[config.mk]
export PLATFORM = sky130hd
export DESIGN_NAME = enet_phy_poller
export DESIGN_NICKNAME = d
export VERILOG_FILES = /design/src/rtl/enet_phy_poller.sv
export SDC_FILE = /design/constraint.sdc
export NUM_CORES = 1
export LEC_CHECK = 0
export CAP_MARGIN = 20
export CORE_MARGIN = 5
export CORE_UTILIZATION = 51
export DETAILED_ROUTE_END_ITERATION = 16
export PLACE_DENSITY = 0.77
export SLEW_MARGIN = 30
export SYNTH_ARGS = -nofsm -noshare
export SYNTH_HDL_FRONTEND = slang
export SYNTH_SLANG_ARGS = --single-unit
[constraint.sdc]
create_clock -name i_clk -period 3.4 [get_ports i_clk]
set_clock_uncertainty 0.05 [all_clocks]
set_input_delay 1.02 -clock i_clk [delete_from_list [all_inputs] [get_ports i_clk]]
set_output_delay 1.02 -clock i_clk [all_outputs]
set_load 0.05 [all_outputs]
[src/rtl/enet_phy_poller.sv]
// Wishbone master that polls DP83848 BMSR/PHYSTS through the MDIO controller and decodes link status.
// Define ENET_POLL_INIT_EN to issue a single BMCR_INIT write to BMCR_ADDR after reset, before polling.
module enet_phy_poller #(
  parameter int                   TIMERBITS     = 24,
  parameter logic [TIMERBITS-1:0] POLL_INTERVAL = 24'd10000000,
  parameter logic [11:0]          TIMEOUT       = 12'd2047,
  parameter logic [4:0]           BMSR_ADDR     = 5'h01,
  parameter logic [4:0]           PHYSTS_ADDR   = 5'h10,
  parameter logic [4:0]           BMCR_ADDR     = 5'h00,
  parameter logic [15:0]          BMCR_INIT     = 16'h1200
) (
  input  logic        i_clk,
  input  logic        i_rst_n,
  input  logic        i_en,
  input  logic        i_poll_now,
  output logic        o_wb_cyc,
  output logic        o_wb_stb,
  output logic        o_wb_we,
  output logic [4:0]  o_wb_addr,
  output logic [15:0] o_wb_data,
  input  logic        i_wb_ack,
  input  logic        i_wb_stall,
  input  logic [31:0] i_wb_data,
  output logic [15:0] o_bmsr,
  output logic [15:0] o_physts,
  output logic        o_link_up,
  output logic        o_speed100,
  output logic        o_full_duplex,
  output logic        o_link_chg,
  output logic        o_err
);

  // G* states hold cyc low for one cycle after each ack
  typedef enum logic [2:0] {
    S_IDLE, S_RBMSR, S_GBMSR, S_RSTS, S_GSTS, S_UPDATE
`ifdef ENET_POLL_INIT_EN
    , S_INIT, S_WBMCR
`endif
  } state_t;

`ifdef ENET_POLL_INIT_EN
  localparam state_t RESET_STATE = S_INIT;
`else
  localparam state_t RESET_STATE = S_IDLE;
`endif

  function automatic logic is_txn(input state_t s);
    is_txn = (s == S_RBMSR) || (s == S_RSTS)
`ifdef ENET_POLL_INIT_EN
      || (s == S_WBMCR)
`endif
      ;
  endfunction

  state_t                 state, state_n;
  logic [TIMERBITS-1:0]   timer;
  logic                   pending;
  logic                   stb_pend;
  logic [11:0]            tcnt;
  logic [15:0]            shadow_bmsr, shadow_sts;
  logic                   status_vld;
  logic                   in_txn, txn_enter, start, tmo, new_link;

  assign in_txn    = is_txn(state);
  assign txn_enter = is_txn(state_n) & ~in_txn;
  assign start     = (state == S_IDLE) & ((i_en & (timer == '0)) | pending);
  // an ack in the timeout cycle wins
  assign tmo       = in_txn & ~i_wb_ack & (tcnt == TIMEOUT - 12'd1);
  assign new_link  = shadow_bmsr[2] & shadow_sts[0];

  always_ff @(posedge i_clk or negedge i_rst_n) begin
    if (!i_rst_n) state <= RESET_STATE;
    else          state <= state_n;
  end

  always_comb begin
    state_n = state;
    case (state)
      S_IDLE:   if (start) state_n = S_RBMSR;
      S_RBMSR:  if (i_wb_ack) state_n = S_GBMSR; else if (tmo) state_n = S_IDLE;
      S_GBMSR:  state_n = S_RSTS;
      S_RSTS:   if (i_wb_ack) state_n = S_GSTS; else if (tmo) state_n = S_IDLE;
      S_GSTS:   state_n = S_UPDATE;
      S_UPDATE: state_n = S_IDLE;
`ifdef ENET_POLL_INIT_EN
      S_INIT:   state_n = S_WBMCR;
      S_WBMCR:  if (i_wb_ack || tmo) state_n = S_IDLE;
`endif
      default:  state_n = S_IDLE;
    endcase
  end

  always_comb begin
    o_wb_cyc  = in_txn;
    o_wb_stb  = in_txn & stb_pend;
    o_wb_addr = '0;
`ifdef ENET_POLL_INIT_EN
    o_wb_we   = 1'b0;
    o_wb_data = '0;
`endif
    case (state)
      S_RBMSR: o_wb_addr = BMSR_ADDR;
      S_RSTS:  o_wb_addr = PHYSTS_ADDR;
`ifdef ENET_POLL_INIT_EN
      S_WBMCR: begin
        o_wb_addr = BMCR_ADDR;
        o_wb_we   = 1'b1;
        o_wb_data = BMCR_INIT;
      end
`endif
      default: ;
    endcase
  end

`ifdef ENET_POLL_INIT_EN
  logic unused_ok;
  assign unused_ok = &{1'b0, i_wb_data[31:16]};
`else
  logic unused_ok;
  assign o_wb_we   = 1'b0;
  assign o_wb_data = '0;
  assign unused_ok = &{1'b0, i_wb_data[31:16], BMCR_ADDR, BMCR_INIT};
`endif

  // timer runs in every state so poll starts stay exactly POLL_INTERVAL apart
  always_ff @(posedge i_clk or negedge i_rst_n) begin
    if (!i_rst_n) begin
      timer    <= '0;
      pending  <= 1'b0;
      stb_pend <= 1'b0;
      tcnt     <= '0;
      o_err    <= 1'b0;
    end else begin
      if (start)             timer <= POLL_INTERVAL - TIMERBITS'(1);
      else if (timer != '0)  timer <= timer - TIMERBITS'(1);
      pending <= (pending & ~start) | i_poll_now;
      if (txn_enter) begin
        stb_pend <= 1'b1;
        tcnt     <= '0;
      end else begin
        if (o_wb_stb && !i_wb_stall) stb_pend <= 1'b0;
        if (in_txn) tcnt <= tcnt + 12'd1;
      end
      o_err <= tmo;
    end
  end

  always_ff @(posedge i_clk) begin
    if (state == S_RBMSR && i_wb_ack) shadow_bmsr <= i_wb_data[15:0];
    if (state == S_RSTS  && i_wb_ack) shadow_sts  <= i_wb_data[15:0];
  end

  always_ff @(posedge i_clk or negedge i_rst_n) begin
    if (!i_rst_n) begin
      o_bmsr     <= '0;
      o_physts   <= '0;
      status_vld <= 1'b0;
      o_link_chg <= 1'b0;
    end else begin
      o_link_chg <= (state == S_UPDATE) && (new_link != o_link_up);
      if (state == S_UPDATE) begin
        o_bmsr     <= shadow_bmsr;
        o_physts   <= shadow_sts;
        status_vld <= 1'b1;
      end
    end
  end

  // decode is gated until the first poll so every output is 0 out of reset
  assign o_link_up     = status_vld & o_bmsr[2] & o_physts[0];
  assign o_speed100    = status_vld & ~o_physts[1];
  assign o_full_duplex = status_vld & o_physts[2];

endmodule

==> flow_metrics.env <==
export IMPL_place_port_buffers=62
export IMPL_critPathKind="reg2out"
export IMPL_ctsHoldBuffers=0
export IMPL_clock_sinks=108
export IMPL_setup_viol=0
export IMPL_detail_route_wl_per_cell_um=15.75
export IMPL_outcome="finished clean"
export IMPL_grt_max_degree=77
export IMPL_ys_flop_type="dfrtp_1"
export IMPL_grt_pass1_wl_mm=14.77
export IMPL_avgSynthCellArea_um2=12.37
export IMPL_place_area_um2=5401
export IMPL_die_x_um=105.8
export IMPL_max_stage_delay_ps=810
export IMPL_vias=3068
export IMPL_fp_dieH_um=105.8
export IMPL_vias_per_cell=5.411
export IMPL_wl_met3_um=320
export IMPL_grt_ovfl_total=0
export IMPL_seq_area_frac_synth_pct=61.21
export IMPL_worstPathCellList="nand2b_1 -> inv_1 -> clkdlybuf4s50_1"
export IMPL_synth_top_area_share_pct=40.66
export IMPL_period_needed_ps=3146
export IMPL_powerDensity_nw_per_um2=888.1
export IMPL_final_common_cell="dfrtp_1"
export IMPL_fin_nets=493
export IMPL_fin_area_um2=5604
export IMPL_clock_latency_ps=360
export IMPL_cp_top_family="buffers and inverters"
export IMPL_timing_hold_violations_final=0
export IMPL_drv_slew=0
export IMPL_drt_total_wl_mm=8.928
export IMPL_synth_area_leaders="dfrtp_1, edfxtp_1, mux2_2"
export IMPL_dieArea_um2=11190
export IMPL_grt_pass1_vias=2945
export IMPL_postCtsSetupBuffers=0
export IMPL_ys_warn_count=0
export IMPL_hp_class="reg2reg"
export IMPL_synth_edf_count=32
export IMPL_cap_viol_max_count=0
export IMPL_fmax_mhz=317.9
export IMPL_ir_drop_v=0.0003408
export IMPL_ios=99
export IMPL_synthArstFlopShare_pct=70.37
export IMPL_synth_top_area_cell="dfrtp_1"
export IMPL_crit_start="state[0]"
export IMPL_syn2layout_area_growth_pct=19.82
export IMPL_highest_layer="met4"
export IMPL_dpl_hpwl_mm=6.265
export IMPL_start_util_pct=51.35
export IMPL_final_setup_tns_ps=0
export IMPL_most_common_layout_cells="dfrtp_1, clkdlybuf4s50_1, mux2_2, edfxtp_1, nor2_1"
export IMPL_cp_start_kind="register"
export IMPL_postRouteAntennaNets=0
export IMPL_tightest_slew_ps=538.4
export IMPL_drc=0
export IMPL_core_area_um2=9109
export IMPL_clk_pin_slew_ps=110
export IMPL_grt_usage_pct=16.61
export IMPL_syn_inst=378
export IMPL_htree_levels=3
export IMPL_hp_start="shadow_sts[2]"
export IMPL_clockBufferDepth=2
export IMPL_gp_congestion=0.7847
export IMPL_regToRegSetupSlack_ps=680
export IMPL_pre_cts_slack_ps=99.03
export IMPL_wl_met2_mm=4.597
export IMPL_synth_seq_cells=108
export IMPL_r2r_start="timer[0]"
export IMPL_endpoint_kind="primary output"
export IMPL_relSlewSlack_pct=64.00
export IMPL_m1WireLength_mm=3.873
export IMPL_cts_tree="built"
export IMPL_ctsResizeCount=0
export IMPL_drive_gt1_share_pct=18.20
export IMPL_slowest_stage="clkdlybuf4s50_1"
export IMPL_path_buf_inv=2
export IMPL_firstDrtPassIters=4
export IMPL_drt_first_iter_violations=154
export IMPL_antenna_found_initial=0
export IMPL_antennaDiodeCount=0
export IMPL_rows=35
export IMPL_rsz0062_at_grt="no"
export IMPL_ys_types=50
export IMPL_p_leak_uw=0.002216
export IMPL_finalCritPeriodShare_pct=92.53
export IMPL_cp_arrival_ps=2080
export IMPL_crit_fanout=11
export IMPL_cts_buffers=9
export IMPL_clockRootBuffer="clkbuf_8"
export IMPL_setup_ws_ps=254.1
export IMPL_required_ps=2330
export IMPL_synthesis_area_um2=4677
cells in the mapped netlist, types with 2 or more instances:
cell type,n
nand2_1,21
or2_2,10
a31oi_1,2
clkbuf_1,6
nor2_1,22
dfrtp_1,76
nand2b_1,3
or3_1,13
edfxtp_1,32
a21oi_1,10
nor3b_1,2
nand4b_1,2
and3_1,4
o21ai_0,17
nor4_1,2
mux2_2,32
o21bai_1,2
xor2_1,7
or4b_2,2
mux2i_1,2
a21o_1,3
o31ai_1,8
buf_4,20
or4_4,2
buf_2,2
nand4_1,7
nand3_1,5
o211ai_1,6
and2_1,3
ha_1,4
or4_1,5
buf_6,2
o22ai_1,3
nor3_1,15
inv_1,11
flip-flops by register name, summed over array words and instances, names as in the netlist:
register	cells
o_err	1
status_vld	1
tcnt	12
o_physts	16
pending	1
timer	24
o_bmsr	16
o_link_chg	1
shadow_sts	16
stb_pend	1
state	3
shadow_bmsr	16
per-stage QoR:
stage               std cells  power [uW]  hold WS, ps  util [%]
global route              567        5235        455.7     61.52
global placement          551        4178        407.2     59.30
floorplan                 397        3495        405.1         -
CTS                       567        5034        437.7     61.52
finish                    567        4977        432.3     61.52
detailed placement        551        4259        415.7     59.30
final cells by class:
cell class / count / area, um2
Clock buffer: 10 / 137.6
Fill cell: 738 / 3505
Sequential cell: 108 / 2863
Timing Repair Buffer: 74 / 713.2
Clock inverter: 6 / 65.06
Tap cell: 111 / 138.9
Multi-Input combinational cell: 247 / 1645
Inverter: 11 / 41.29
power breakdown:
part | switching [uW] | internal (uW)
logic | 1460 | 809
clock network | 466 | 310
registers | 232 | 1700
worst reg2reg max path, cell delays in order (launching register included):
cell      delay [ps]
dfrtp_1          400
inv_1            120
ha_1             180
or4b_2           680
nor4_2           390
nand4b_1         190
o21ai_0          170
or3b_2           450
metal layers:
metal	global-route usage [%]	up-vias
met5	0	-
li1	-	1478
met3	3.184	10
met1	21.74	1533
met2	27.73	47
met4	5.828	0
path summary, 6_finish.rpt:
check	to	cells past startpoint
worst max register to register	timer[20]	7
worst min-delay path	o_physts[2]	1
max in group asynchronous	timer[5]	2
worst min register to register	o_physts[2]	1
min in group asynchronous	o_physts[13]	2
worst max-delay path	o_wb_cyc	3
kinds of logic (layout without fill, tap and decap cells):
| kind of cell | count (synthesis) | in the layout | synth area share (%) |
|---|---|---|---|
| buffers and inverters | 42 | 101 | 5.350 |
| AO/OA/AOI/OAI | 58 | 58 | 8.079 |
| other | 1 | 20 | 0.08018 |
| multiplexers | 34 | 34 | 8.133 |
| flip-flops | 108 | 108 | 61.21 |
| AND/OR/NAND/NOR | 123 | 123 | 14.58 |
| XOR/XNOR | 8 | 8 | 1.498 |
| adder cells (fa/ha/maj) | 4 | 4 | 1.070 |
(Power assumes the default switching activity.)
